`config.mk`:
```
export PLATFORM = sky130hd
export DESIGN_NAME = pc_redirect_unit
export DESIGN_NICKNAME = d
export VERILOG_FILES = /design/src/rtl/pc_redirect_unit.sv
export SDC_FILE = /design/constraint.sdc
export NUM_CORES = 1
export LEC_CHECK = 0
export CAP_MARGIN = 20
export CORE_UTILIZATION = 49
export CTS_CLUSTER_DIAMETER = 100
export CTS_CLUSTER_SIZE = 24
export DETAILED_ROUTE_END_ITERATION = 8
export PLACE_DENSITY = 0.84
export SYNTH_ARGS = -nofsm -noshare
export SYNTH_HDL_FRONTEND = slang
export SYNTH_SLANG_ARGS = --single-unit
```
`constraint.sdc`:
```
create_clock -name clk -period 3.99 [get_ports clk]
set_input_delay 0.798 -clock clk [delete_from_list [all_inputs] [get_ports clk]]
set_output_delay 0.798 -clock clk [all_outputs]
set_load 0.01 [all_outputs]
```
`src/rtl/pc_redirect_unit.sv`:
```
// IF-stage program counter with branch/jump redirect, stall-deferred redirect
// and halt. The PC counts instruction words, so offsets are added unshifted.
module pc_redirect_unit #(
  parameter int unsigned            PC_W     = 32,
  parameter logic [PC_W-1:0]        RESET_PC = {PC_W{1'b0}},
  parameter int unsigned            JT_W     = 26
) (
  input  logic            clk,
  input  logic            reset,
  input  logic            stall,
  input  logic            halt,
  input  logic            branch_taken,
  input  logic [PC_W-1:0] branch_offset,
  input  logic [PC_W-1:0] pc_plus1_id,
  input  logic            jump,
  input  logic [JT_W-1:0] jump_target,
  output logic [PC_W-1:0] pc,
  output logic [PC_W-1:0] pc_plus1,
  output logic            if_flush,
  output logic            redirect_pending,
  output logic            halted
);

  typedef enum logic [1:0] {
    ST_RUN    = 2'd0,
    ST_HOLD   = 2'd1,
    ST_HALTED = 2'd2
  } state_t;

  localparam logic [PC_W-1:0] ONE = {{(PC_W-1){1'b0}}, 1'b1};

  state_t          state_r, state_s;
  logic [PC_W-1:0] pc_r, pc_s;
  logic [PC_W-1:0] pend_addr_r, pend_addr_s;
  logic            pend_r, pend_s;
  logic            flush_r, flush_s;
  logic            halted_r, halted_s;
  logic            req_s;
  logic [PC_W-1:0] br_tgt_s, j_tgt_s, tgt_s;

  // Redirect target selection; jump has priority over a taken branch
  always_comb begin
    br_tgt_s = pc_plus1_id + branch_offset;
    j_tgt_s  = {pc_plus1_id[PC_W-1:JT_W], jump_target};
    req_s    = jump | branch_taken;
    if (jump) begin
      tgt_s = j_tgt_s;
    end else begin
      tgt_s = br_tgt_s;
    end
  end

  // Next-state and next-output logic for the fetch controller
  always_comb begin
    state_s     = state_r;
    pc_s        = pc_r;
    pend_addr_s = pend_addr_r;
    pend_s      = pend_r;
    flush_s     = 1'b0;
    halted_s    = halted_r;
    case (state_r)
      ST_RUN: begin
        if (req_s && !stall) begin
          pc_s    = tgt_s;
          flush_s = 1'b1;
        end else if (req_s) begin
          pend_addr_s = tgt_s;
          pend_s      = 1'b1;
          state_s     = ST_HOLD;
        end else if (halt) begin
          state_s  = ST_HALTED;
          halted_s = 1'b1;
        end else if (stall) begin
          pc_s = pc_r;
        end else begin
          pc_s = pc_r + ONE;
        end
      end
      ST_HOLD: begin
        // The first latched redirect is the older one; later requests are dropped
        if (!stall) begin
          pc_s    = pend_addr_r;
          flush_s = 1'b1;
          pend_s  = 1'b0;
          state_s = ST_RUN;
        end else begin
          pc_s = pc_r;
        end
      end
      ST_HALTED: begin
        halted_s = 1'b1;
      end
      default: begin
        state_s  = ST_RUN;
        pend_s   = 1'b0;
        halted_s = 1'b0;
      end
    endcase
  end

  // State and output registers with synchronous active-low reset
  always_ff @(posedge clk) begin
    if (!reset) begin
      state_r     <= ST_RUN;
      pc_r        <= RESET_PC;
      pend_addr_r <= {PC_W{1'b0}};
      pend_r      <= 1'b0;
      flush_r     <= 1'b0;
      halted_r    <= 1'b0;
    end else begin
      state_r     <= state_s;
      pc_r        <= pc_s;
      pend_addr_r <= pend_addr_s;
      pend_r      <= pend_s;
      flush_r     <= flush_s;
      halted_r    <= halted_s;
    end
  end

  assign pc               = pc_r;
  assign pc_plus1         = pc_r + ONE;
  assign if_flush         = flush_r;
  assign redirect_pending = pend_r;
  assign halted           = halted_r;

endmodule
```
==> results of run 1 <==
[worst register-to-register path, delay by kind of cell, from the launching register on]
family                 cells  cell delay, ns
flip-flops                 1            0.44
buffers and inverters      1            0.20
AND/OR/NAND/NOR            5            1.11
AO/OA/AOI/OAI              3            0.43
XOR/XNOR                   1            0.23
[sequential cells by signal, indices dropped and copies added, names as in the netlist]
signal and count:
pc 32, pend_addr_r 32, state_r 2, halted 1, if_flush 1, redirect_pending 1
[layout make-up]
type,count,area [µm²],share of cell area
Clock buffer,10,239,0.0312
Multi-Input combinational cell,626,4020,0.525
Tap cell,143,179,0.0234
Inverter,10,37.5,0.00490
Sequential cell,69,1380,0.180
Timing Repair Buffer,181,1770,0.231
Clock inverter,5,27.5,0.00360
[routing by layer]
metal | vias up | wire, µm | share of wire | track usage
met4 | 2 | 417 | 0.023 | 0.104
li1 | 3099 | - | - | -
met3 | 35 | 1780 | 0.099 | 0.0511
met5 | - | 12 | 0.00067 | 0
met2 | 324 | 8130 | 0.45 | 0.475
met1 | 2886 | 7610 | 0.42 | 0.400
[final timing paths]
| check | end | slack, ns | depth (start not counted) | start |
|---|---|---|---|---|
| setup reg to reg | pc[25]$_SDFFE_PN0P_ | 1.51 | 10 | pc[11]$_SDFFE_PN0P_ |
| hold reg to reg | pend_addr_r[20]$_SDFFE_PN0P_ | 0.46 | 2 | pend_addr_r[20]$_SDFFE_PN0P_ |
| setup / recovery | pc[20]$_SDFFE_PN0P_ | 0.32 | 13 | branch_offset[0] |
| hold / removal | pend_addr_r[20]$_SDFFE_PN0P_ | 0.46 | 2 | pend_addr_r[20]$_SDFFE_PN0P_ |
[cells by family after synthesis]
logic type	share of synthesized area
compound gates	0.329
xor+xnor	0.0902
fa+ha+maj	0.0734
buf+inv	0.0605
flops	0.241
mux	0.0192
simple gates	0.186
[per-stage QoR]
| step | hold slack (ns) | util | total power, µW | setup slack [ns] |
|---|---|---|---|---|
| after global placement | 0.444 | 0.647 | 1740 | 0.0620 |
| after global routing | 0.482 | 0.670 | 2600 | 0.0938 |
| after detailed placement | 0.451 | 0.647 | 1750 | 0.0162 |
| after CTS | 0.457 | 0.670 | 2470 | 0.359 |
| final | 0.457 | 0.670 | 2470 | 0.325 |
| after floorplan | 0.432 | - | 1380 | 0.586 |
[synth_stat cells, types with 6 or more instances]
cell type	count	area share
clkbuf_1	37	0.024
mux2i_1	11	0.019
a31oi_1	10	0.011
o31ai_1	6	0.0079
dfxtp_1	69	0.24
xnor2_1	38	0.058
xor2_1	21	0.032
clkbuf_8	7	0.017
nand3_1	26	0.023
nor2_1	63	0.041
a21o_1	26	0.034
o21a_1	8	0.010
and3_1	7	0.0076
o221ai_1	7	0.011
a21oi_1	92	0.080
a211oi_1	19	0.025
and4_1	7	0.011
ha_1	32	0.070
nand2_1	73	0.048
o21ai_0	67	0.059
nand4_1	17	0.019
nor3_1	13	0.011
inv_1	9	0.0059
o211ai_1	18	0.024
[where the power goes]
part,internal [µW],switching (µW)
Clock,429,289
Combinational,445,486
Sequential,757,68.5
Total,1630,844
[placed cells by master (no fill, tap or decap), drive strengths merged, types with 3 or more instances in the layout]
cell	synthesis	layout
a211o	4	4
and4	7	7
o21ai	67	67
nor4	4	4
o211a	4	4
nand2	73	73
clkbuf	46	10
inv	9	9
clkinv	1	5
o21a	8	8
a21oi	93	93
and3	7	7
a41oi	3	3
xnor2	38	38
o211ai	18	18
a211oi	19	19
a21o	28	28
nand3	26	26
nor2	63	63
nor2b	3	3
nor3	13	13
buf	8	20
o22ai	3	3
or3	5	5
mux2i	11	11
nand4	17	17
clkdlybuf4s50	0	161
nand2b	3	3
xor2	21	21
ha	32	32
o31ai	6	6
dfxtp	69	69
a31oi	10	10
o221ai	7	7
o21bai	4	4
==> results.md, run 1 <==
* Mean Syn Cell Area at 7.55 µm²
* # nets final at 1026
* Crit-path max cell delay at 0.59 ns
* Clk pin slew, worst setup/hold paths at 0.05 ns
* Synth Warn # at 0
* Critical path class: in2reg
* Critical-path cell list: clkdlybuf4s50_1 > ha_1 > fa_1 > a21o_1 > a21oi_2 > o21a_1 > or4_1 > buf_4 > a21oi_1 > nor4_1 > a311o_1 > a21o_1 > a21oi_1
* Layout cell share with drive strength beyond 1 at 0.0577
* Deepest clock path buffer count at 2
* Max cap viols at 0
* Fin. max-slew vios at 0
* Number of global-route vias before repair at 5554
* CP Data Arrival Time at 3.93 ns
* Placed Instances at 1029
* GRT overflow at 0
* Worst Skew at 0.00756 ns
* First-pass GRT wire length at 27700 µm
* Hold_buf cts at 0
* Startpoint types: primary input
* Total GRT Usage at 0.296
* Headroom to the max-slew limit at 0.433
* Post-route clock period utilization at 0.919
* Final Hold Viols at 0
* Initial antenna violation count at 1
* FMAX at between 200 and 300 MHz
* Root Driver: clkbuf_16
* Die Height at 110 µm
* Number of enable flip-flop cells after synthesis at 0
* Final worst path period need at 3.67 ns
* Critical Path Fanout Max at 6
* Vias per std cell at 6.08
* Main synth FF type: dfxtp_1
* # IOs at 163
* Drt total wl at around 18000 µm
* Fin cells at 1044
* Slew @ Worst Pin at 0.848 ns
* Worst endpoint required time at ~4.3 ns
* Post_cts resized at 0
* CTS tree: yes
* IO Port Bufs at 162
* Ant. Diodes at 0
* # fillers at 1028
* Total number of H-tree levels at 3
* Antenna-violating nets left at 0
* Die Area at 12100 µm²
* Post-Syn Instances at 759
* Core Box Area at ~11000 µm²
* Die W at 110 µm
* Cts bufs inserted at 9
* Worst hold path class: reg2reg
* Leak at 0.00304 µW
* Sequential-to-total area share from yosys stat at 0.241
* Setup tns final at 0 ns
* Vias at approximately 6300
* Final HPWL DP at 13300 µm
* Post-Layout Inst Area at ~7700 µm²
* Initial core utilization at 0.502
* Number of DRC markers in iteration 0 at 551
* Std-Cell Rows at 39
* Post-CTS setup buffers at 0
* Post-synth net total at ~900
* Area Overhead vs Synth at 33.7%
* Final setup fails at 0
* CP Buf/Inv Count at 2
* Synthesized cell area at 5730 µm²
* Placer Congestion at 0.893
* Async SR Flop Fraction at 0
* DRC viols at 0
* First-pass detailed-route iteration total at 5
* Largest net degree at the start of global routing at 41
* Post-Place Cell Area at 7390 µm²
* Slowest CP cell: or4_1
* Number of synthesized register bits at 69
* Pwr Density at 323 nW/µm²
* Run status: finished clean
* Post-synth cell types at 63
* Clock Latency Late Sink at 0.33 ns
* Sink Count at about 70
* Worst vdd ir at 0.272 mV
* Crit. End Element: flop
* Top delay family on crit path: compound AO/OA/AOI/OAI gates
* Wire per inst at 17.2 µm
* RSZ-0062 raised after global routing: no
(Power assumes the default switching activity.)
==> run 2: changes to the inputs <==
--- a/config.mk
+++ b/config.mk
@@ -5,12 +5,13 @@
 export SDC_FILE = /design/constraint.sdc
 export NUM_CORES = 1
 export LEC_CHECK = 0
+export ABC_AREA = 1
 export CAP_MARGIN = 20
-export CORE_UTILIZATION = 49
+export CORE_UTILIZATION = 51
 export CTS_CLUSTER_DIAMETER = 100
 export CTS_CLUSTER_SIZE = 24
 export DETAILED_ROUTE_END_ITERATION = 8
-export PLACE_DENSITY = 0.84
+export PLACE_DENSITY = 0.85
 export SYNTH_ARGS = -nofsm -noshare
 export SYNTH_HDL_FRONTEND = slang
 export SYNTH_SLANG_ARGS = --single-unit
==> results.md, run 2 <==
* Setup tns final at 0 ns (unchanged)
* Wire per inst at 15.3 µm (-11%)
* First-pass detailed-route iteration total at 5 (unchanged)
* Worst endpoint required time at 3.19 ns (-1.06 ns)
* Sink Count at 69 (unchanged)
* Post-route clock period utilization at 0.861 (-0.0579)
* GR peak layer: met2
* Number of enable flip-flop cells after synthesis at 0 (unchanged)
* Headroom to the max-slew limit at 0.466 (+0.0325)
* Reg2reg start: state_r[0]$_SDFFE_PN0P_
* Area Overhead vs Synth at 31.6%
* Met2 Use GR at 0.555 (+0.0806)
* Worst Hold Depth at 1 (-1)
* IO Port Bufs at 162 (unchanged)
* Mean Syn Cell Area at 5.99 µm² (-21%)
* Synthesized cell area at 6450 µm² (+13%)
* Max cap viols at 0 (unchanged)
* Clock Latency Late Sink at 0.33 ns (about the same)
* Leak at 0.00406 µW (+34%)
* Layout cell share with drive strength beyond 1 at 0.0547 (-0.00302)
* DRC viols at 0 (unchanged)
* Top cells by area, synth: dfxtp_1, nand2_1, inv_1
* Worst vdd ir at 0.302 mV (+11%)
* Leading area contributor after synthesis: dfxtp_1
* Core Box Area at 12200 µm² (+6.5%)
* Crit. End Element: primary output
* Post-synth net total at 1206 (+36%)
* R2r worst-path depth at 13 (+3)
* Count leader, synth: nand2_1
* Post_cts resized at 0 (unchanged)
* Largest net degree at the start of global routing at 59 (+44%)
* Worst Hold Path EP: pend_addr_r[0]$_SDFFE_PN0P_
* Placer Congestion at 0.948 (+6.1%)
* # nets final at 1349 (+31%)
* Critical path class: reg2out
* Final hold slack at 0.474 ns (+0.0167 ns)
* Initial antenna violation count at 0 (-1)
* Die Area at 13100 µm² (+8.1%)
* FMAX at 291 MHz (+6.7%)
* Hold_buf cts at 0 (unchanged)
* Sequential-to-total area share from yosys stat at 0.214 (-0.0272)
* Ant. Diodes at 0 (unchanged)
* M3 GR Usage at 0.0551 (+0.00391)
* Clk pin slew, worst setup/hold paths at 0.06 ns (about the same)
* Drt total wl at 21400 µm (+19%)
* Post-Syn Instances at 1077 (+42%)
* Final worst path period need at 3.43 ns (-0.231 ns)
* Total number of H-tree levels at 3 (unchanged)
* Main synth FF type: dfxtp_1
* Die W at 115 µm (+4.0%)
* Number of synthesized register bits at 69 (unchanged)
* Number of global-route vias before repair at 7140 (+29%)
* Deepest clock path buffer count at 2 (unchanged)
* Antenna-violating nets left at 0 (unchanged)
* Worst Skew at 0.00510 ns (-0.00246 ns)
* Run status: finished clean
* Die Height at 115 µm (+4.0%)
* Total GRT Usage at 0.327 (+0.0306)
* DP Worst Slack at 0.871 ns (+0.855 ns)
* Fin. max-slew vios at 0 (unchanged)
* First-pass GRT wire length at 33900 µm (+23%)
* Worst Setup Slack, final at 0.556 ns (+0.231 ns)
* Met1 usage at 0.412 (+0.0117)
* Reg2reg end: pend_addr_r[13]$_SDFFE_PN0P_
* Final Hold Viols at 0 (unchanged)
* Most frequent cells in the layout: nand2_1, clkdlybuf4s50_1, inv_1
* Vias per std cell at 5.53 (-9.0%)
* Post-synth top cells: nand2_1, inv_1, a21oi_1
* Post-Layout Inst Area at 8500 µm² (+11%)
* Initial core utilization at 0.531 (+0.0292)
* Worst reg2reg setup slack at 1.26 ns (-0.25 ns)
* Final setup fails at 0 (unchanged)
* Critical Path Fanout Max at 4 (-2)
* Most common cell after layout, fill and taps aside: nand2_1
* RSZ-0062 raised after global routing: no
* # IOs at 163 (unchanged)
* Std-Cell Rows at 40 (+2.6%)
* Vias at 7705 (+21%)
* Number of DRC markers in iteration 0 at 725 (+32%)
* Final HPWL DP at 16400 µm (+23%)
* Pwr Density at 330 nW/µm² (+2.0%)
* Cts bufs inserted at 9 (unchanged)
* CTS tree: yes
* Core Util, Final at 0.699 (+0.0283)
* Yosys top cell area share at 0.214 (-0.0272)
* Slew @ Worst Pin at 0.801 ns (-0.0476 ns)
* Root Driver: clkbuf_16
* Post-CTS setup buffers at 0 (unchanged)
* Post-synth cell types at 44 (-30%)
* GRT overflow at 0 (unchanged)
* Worst hold path class: reg2reg
* Startpoint types: flop
* Synth Warn # at 0 (unchanged)
* CP Data Arrival Time at 2.64 ns (-1.29 ns)
* Async SR Flop Fraction at 0 (unchanged)
* Hold_sp: pend_addr_r[0]$_SDFFE_PN0P_
* Post-Place Cell Area at 8200 µm² (+11%)
-- run 2: cell types whose count changed after synthesis, moves of 8 or more --
cell      previous run  this run
a211oi_1            19         1
a21o_1              26         2
a31oi_1             10         0
buf_2                0        11
clkbuf_1            37        22
inv_1                9       149
inv_2                0        10
mux2i_1             11         2
nand2_1             73       286
nand3_1             26        86
nor2_2               0         8
o21ai_1              0        11
o21bai_1             4        26
xnor2_1             38         6
-- run 2: kinds of logic after synthesis --
group / count (synthesis) / synth area share
XOR/XNOR: 28 / 0.0403
buffers and inverters: 201 / 0.120
adder cells (fa/ha/maj): 33 / 0.0651
AND/OR/NAND/NOR: 501 / 0.341
AO/OA/AOI/OAI: 243 / 0.217
flip-flops: 69 / 0.214
multiplexers: 2 / 0.00310
-- run 2: critical path, cell delays in order, from the launching register on --
cell and delay (ns):
dfxtp_1 0.39, ha_1 0.23, nand3_2 0.15, inv_2 0.11, nand2_4 0.08, nor2_4 0.11
nand2_2 0.11, nor2_4 0.14, nand3_1 0.10, xor2_1 0.28, clkdlybuf4s50_1 0.60
-- run 2: power by group --
group          internal (µW)  total (µW)  switching, µW
Sequential               795         898            103
Combinational            486        1110            628
Clock                    499         789            291
Total                   1780        2800           1020
-- run 2: per-layer routing --
| metal | wire length (µm) | vias up |
|---|---|---|
| li1 | - | 3812 |
| met1 | 9210 | 3477 |
| met2 | 9840 | 370 |
| met3 | 1650 | 46 |
| met4 | 673 | 0 |
| met5 | 0 | - |
-- run 2: per-stage QoR --
stage	power, µW	cells
after floorplan	1560	1077
after detailed placement	2000	1377
after global placement	1980	1377
after CTS	2790	1393
after global routing	2970	1393
final	2800	1393
-- run 2: final cells by class --
type | count | area, µm²
clock inverters | 4 | 47.5
multi-input cells | 807 | 4320
inverters | 163 | 612
clock buffers | 12 | 246
well taps | 168 | 210
fillers | 1089 | 3660
flip-flops and latches | 69 | 1380
repair buffers | 170 | 1680
-- run 2: worst max-delay path by stage --
stage / from / endpoint / slack, ns / cells past startpoint
final: pc[0]$_SDFFE_PN0P_ / pc_plus1[26] / 0.56 / 10
after CTS: pc[0]$_SDFFE_PN0P_ / pc_plus1[26] / 0.59 / 10
after global routing: pc[0]$_SDFFE_PN0P_ / pc_plus1[26] / 0.39 / 10
after floorplan: branch_offset[0] / pc[14]$_SDFFE_PN0P_ / 1.50 / 13
after global placement: branch_offset[0] / pc[10]$_SDFFE_PN0P_ / 0.94 / 14
after detailed placement: jump / pend_addr_r[13]$_SDFFE_PN0P_ / 0.87 / 11
==> run 3: changes to the inputs <==
--- a/config.mk
+++ b/config.mk
@@ -11,7 +11,7 @@
 export CTS_CLUSTER_DIAMETER = 100
 export CTS_CLUSTER_SIZE = 24
 export DETAILED_ROUTE_END_ITERATION = 8
-export PLACE_DENSITY = 0.85
+export PLACE_DENSITY = 0.88
 export SYNTH_ARGS = -nofsm -noshare
 export SYNTH_HDL_FRONTEND = slang
 export SYNTH_SLANG_ARGS = --single-unit
==> results.md, run 3 (synthesized netlist as in run 2, its figures left out) <==
* Number of DRC markers in iteration 0 at 839 (+16%)
* Area Overhead vs Synth at 32.1%
* Logic pwr share at 0.384 (-0.014)
* Switching share of power at 0.360 (-0.00465)
* Deepest clock path buffer count at 2 (unchanged)
* Pwr Density at 341 nW/µm² (+3.4%)
* Final worst path period need at 3.46 ns (+0.0291 ns)
* Most common cell after layout, fill and taps aside: nand2_1
* Post-CTS setup buffers at 0 (unchanged)
* Power, Total at 2910 µW (+3.8%)
* Post-Layout Inst Area at 8530 µm² (+0.38%)
* IO Port Bufs at 162 (unchanged)
* Antenna-violating nets left at 0 (unchanged)
* Post-route clock period utilization at 0.868 (+0.00729)
* GRT overflow at 0 (unchanged)
* Largest net degree at the start of global routing at 59 (unchanged)
* Initial antenna violation count at 0 (unchanged)
* Core Util, Final at 0.701 (+0.00267)
* Root Driver: clkbuf_16
* Core Box Area at 12200 µm² (unchanged)
* Cts bufs inserted at 9 (unchanged)
* DP Worst Slack at 0.822 ns (-0.0496 ns)
* RSZ-0062 raised after global routing: no
* Wire per inst at 15.5 µm (+1.2%)
* Worst hold path class: reg2reg
* Clock Latency Late Sink at 0.34 ns (about the same)
* Max cap viols at 0 (unchanged)
* NetSw at 1050 µW (+2.4%)
* Final setup fails at 0 (unchanged)
* CP Data Arrival Time at 2.67 ns (+0.03 ns)
* Die Height at 115 µm (unchanged)
* Worst Setup Slack, final at 0.527 ns (-0.0291 ns)
* Critical-path cell list: ha_1 > nand3_2 > inv_2 > nand2_4 > nor2_4 > nand2_2 > nor2_4 > nand2_1 > xor2_1 > clkdlybuf4s50_1
* Clk pwr share at 0.306 (+0.024)
* Drt total wl at 21600 µm (+1.2%)
* DRC viols at 0 (unchanged)
* Slowest CP cell: clkdlybuf4s50_1
* # fillers at 1060 (-2.7%)
* Most frequent CP cell: nor2_4
* Startpoint types: flop
* Hold_buf cts at 0 (unchanged)
* Ant. Diodes at 0 (unchanged)
* Setup tns final at 0 ns (unchanged)
* Most frequent cells in the layout: nand2_1, clkdlybuf4s50_1, inv_1
* Critical Path Fanout Max at 4 (unchanged)
* Layout cell share with drive strength beyond 1 at 0.0555 (+0.000816)
* Internal power at 1860 µW (+4.5%)
* Clk pin slew, worst setup/hold paths at 0.06 ns (about the same)
* # IOs at 163 (unchanged)
* Sink Count at 69 (unchanged)
* Total GRT Usage at 0.333 (+0.00625)
* Placer Congestion at 0.969 (+2.3%)
* # nets final at 1349 (unchanged)
* Worst Skew at 0.00471 ns (-0.000383 ns)
* Vias per std cell at 5.68 (+2.7%)
* Die Area at 13100 µm² (unchanged)
* Slew @ Worst Pin at 0.873 ns (+0.0725 ns)
* Final Hold Viols at 0 (unchanged)
* Post-Place Cell Area at 8200 µm² (unchanged)
* Final HPWL DP at 16500 µm (+0.77%)
* Std-Cell Rows at 40 (unchanged)
* Worst endpoint required time at 3.19 ns (about the same)
* CTS tree: yes
* Crit-path max cell delay at 0.61 ns (about the same)
* Sequential Power Share at 0.309 (-0.012)
* Critical path class: reg2out
* Initial core utilization at 0.531 (unchanged)
* Total number of H-tree levels at 3 (unchanged)
* Die W at 115 µm (unchanged)
* Leak at 0.00408 µW (+0.49%)
* FMAX at 289 MHz (-0.84%)
* Worst vdd ir at 0.292 mV (-3.3%)
* Fin. max-slew vios at 0 (unchanged)
* Crit. End Element: primary output
* First-pass detailed-route iteration total at 5 (unchanged)
* Vias at 7912 (+2.7%)
* First-pass GRT wire length at 34300 µm (+1.1%)
* Number of global-route vias before repair at 7209 (+0.97%)
* Headroom to the max-slew limit at 0.417 (-0.0484)
* Run status: finished clean
* Post_cts resized at 0 (unchanged)
## run 3: cell count changes in the layout (fill, tap and decap cells not counted), sizes merged
cell      delta
clkinvlp     -1
bufinv       +1
## run 3: layout make-up
| class | instances | area, µm² | share of cell area |
|---|---|---|---|
| clock inverters | 4 | 70.1 | 0.00821 |
| clock buffers | 12 | 256 | 0.0301 |
| multi-input cells | 807 | 4320 | 0.506 |
| inverters | 163 | 612 | 0.0717 |
| well taps | 168 | 210 | 0.0246 |
| flip-flops and latches | 69 | 1380 | 0.162 |
| repair buffers | 170 | 1680 | 0.197 |
## run 3: power groups by stage
stage / logic [µW] / registers [µW] / clock network, µW
floorplan: 664 / 894 / 0
global placement: 1070 / 906 / 0
detailed placement: 1100 / 906 / 0
CTS: 1110 / 893 / 886
global route: 1230 / 909 / 921
finish: 1120 / 900 / 890
## run 3: metrics by stage
stage | instances | hold slack (ns)
final | 1393 | 0.475
after global routing | 1393 | 0.486
after CTS | 1393 | 0.474
after detailed placement | 1377 | 0.461
after global placement | 1377 | 0.447
after floorplan | 1077 | 0.441
## run 3: worst paths after layout
kind                                    start                     endpoint  slack [ns]  cells after the start
setup / recovery           pc[0]$_SDFFE_PN0P_                 pc_plus1[22]        0.53                     10
hold / removal    pend_addr_r[1]$_SDFFE_PN0P_  pend_addr_r[1]$_SDFFE_PN0P_        0.47                      1
setup reg to reg      state_r[0]$_SDFFE_PN0P_  pend_addr_r[6]$_SDFFE_PN0P_        1.48                     11
hold reg to reg   pend_addr_r[1]$_SDFFE_PN0P_  pend_addr_r[1]$_SDFFE_PN0P_        0.47                      1
## run 3: worst max-delay path, delay by kind of cell, from the launching register on
family        cells  cell delay, ns
buf+inv           2            0.72
xor+xnor          1            0.31
fa+ha+maj         1            0.23
flops             1            0.40
simple gates      6            0.65
## run 3: per-layer routing
metal / part of all wire / track usage / vias up
met2: 0.46 / 0.556 / 429
met5: 0 / 0 / -
met4: 0.041 / 0.156 / 0
met1: 0.42 / 0.417 / 3595
met3: 0.082 / 0.0577 / 72
li1: - / - / 3816
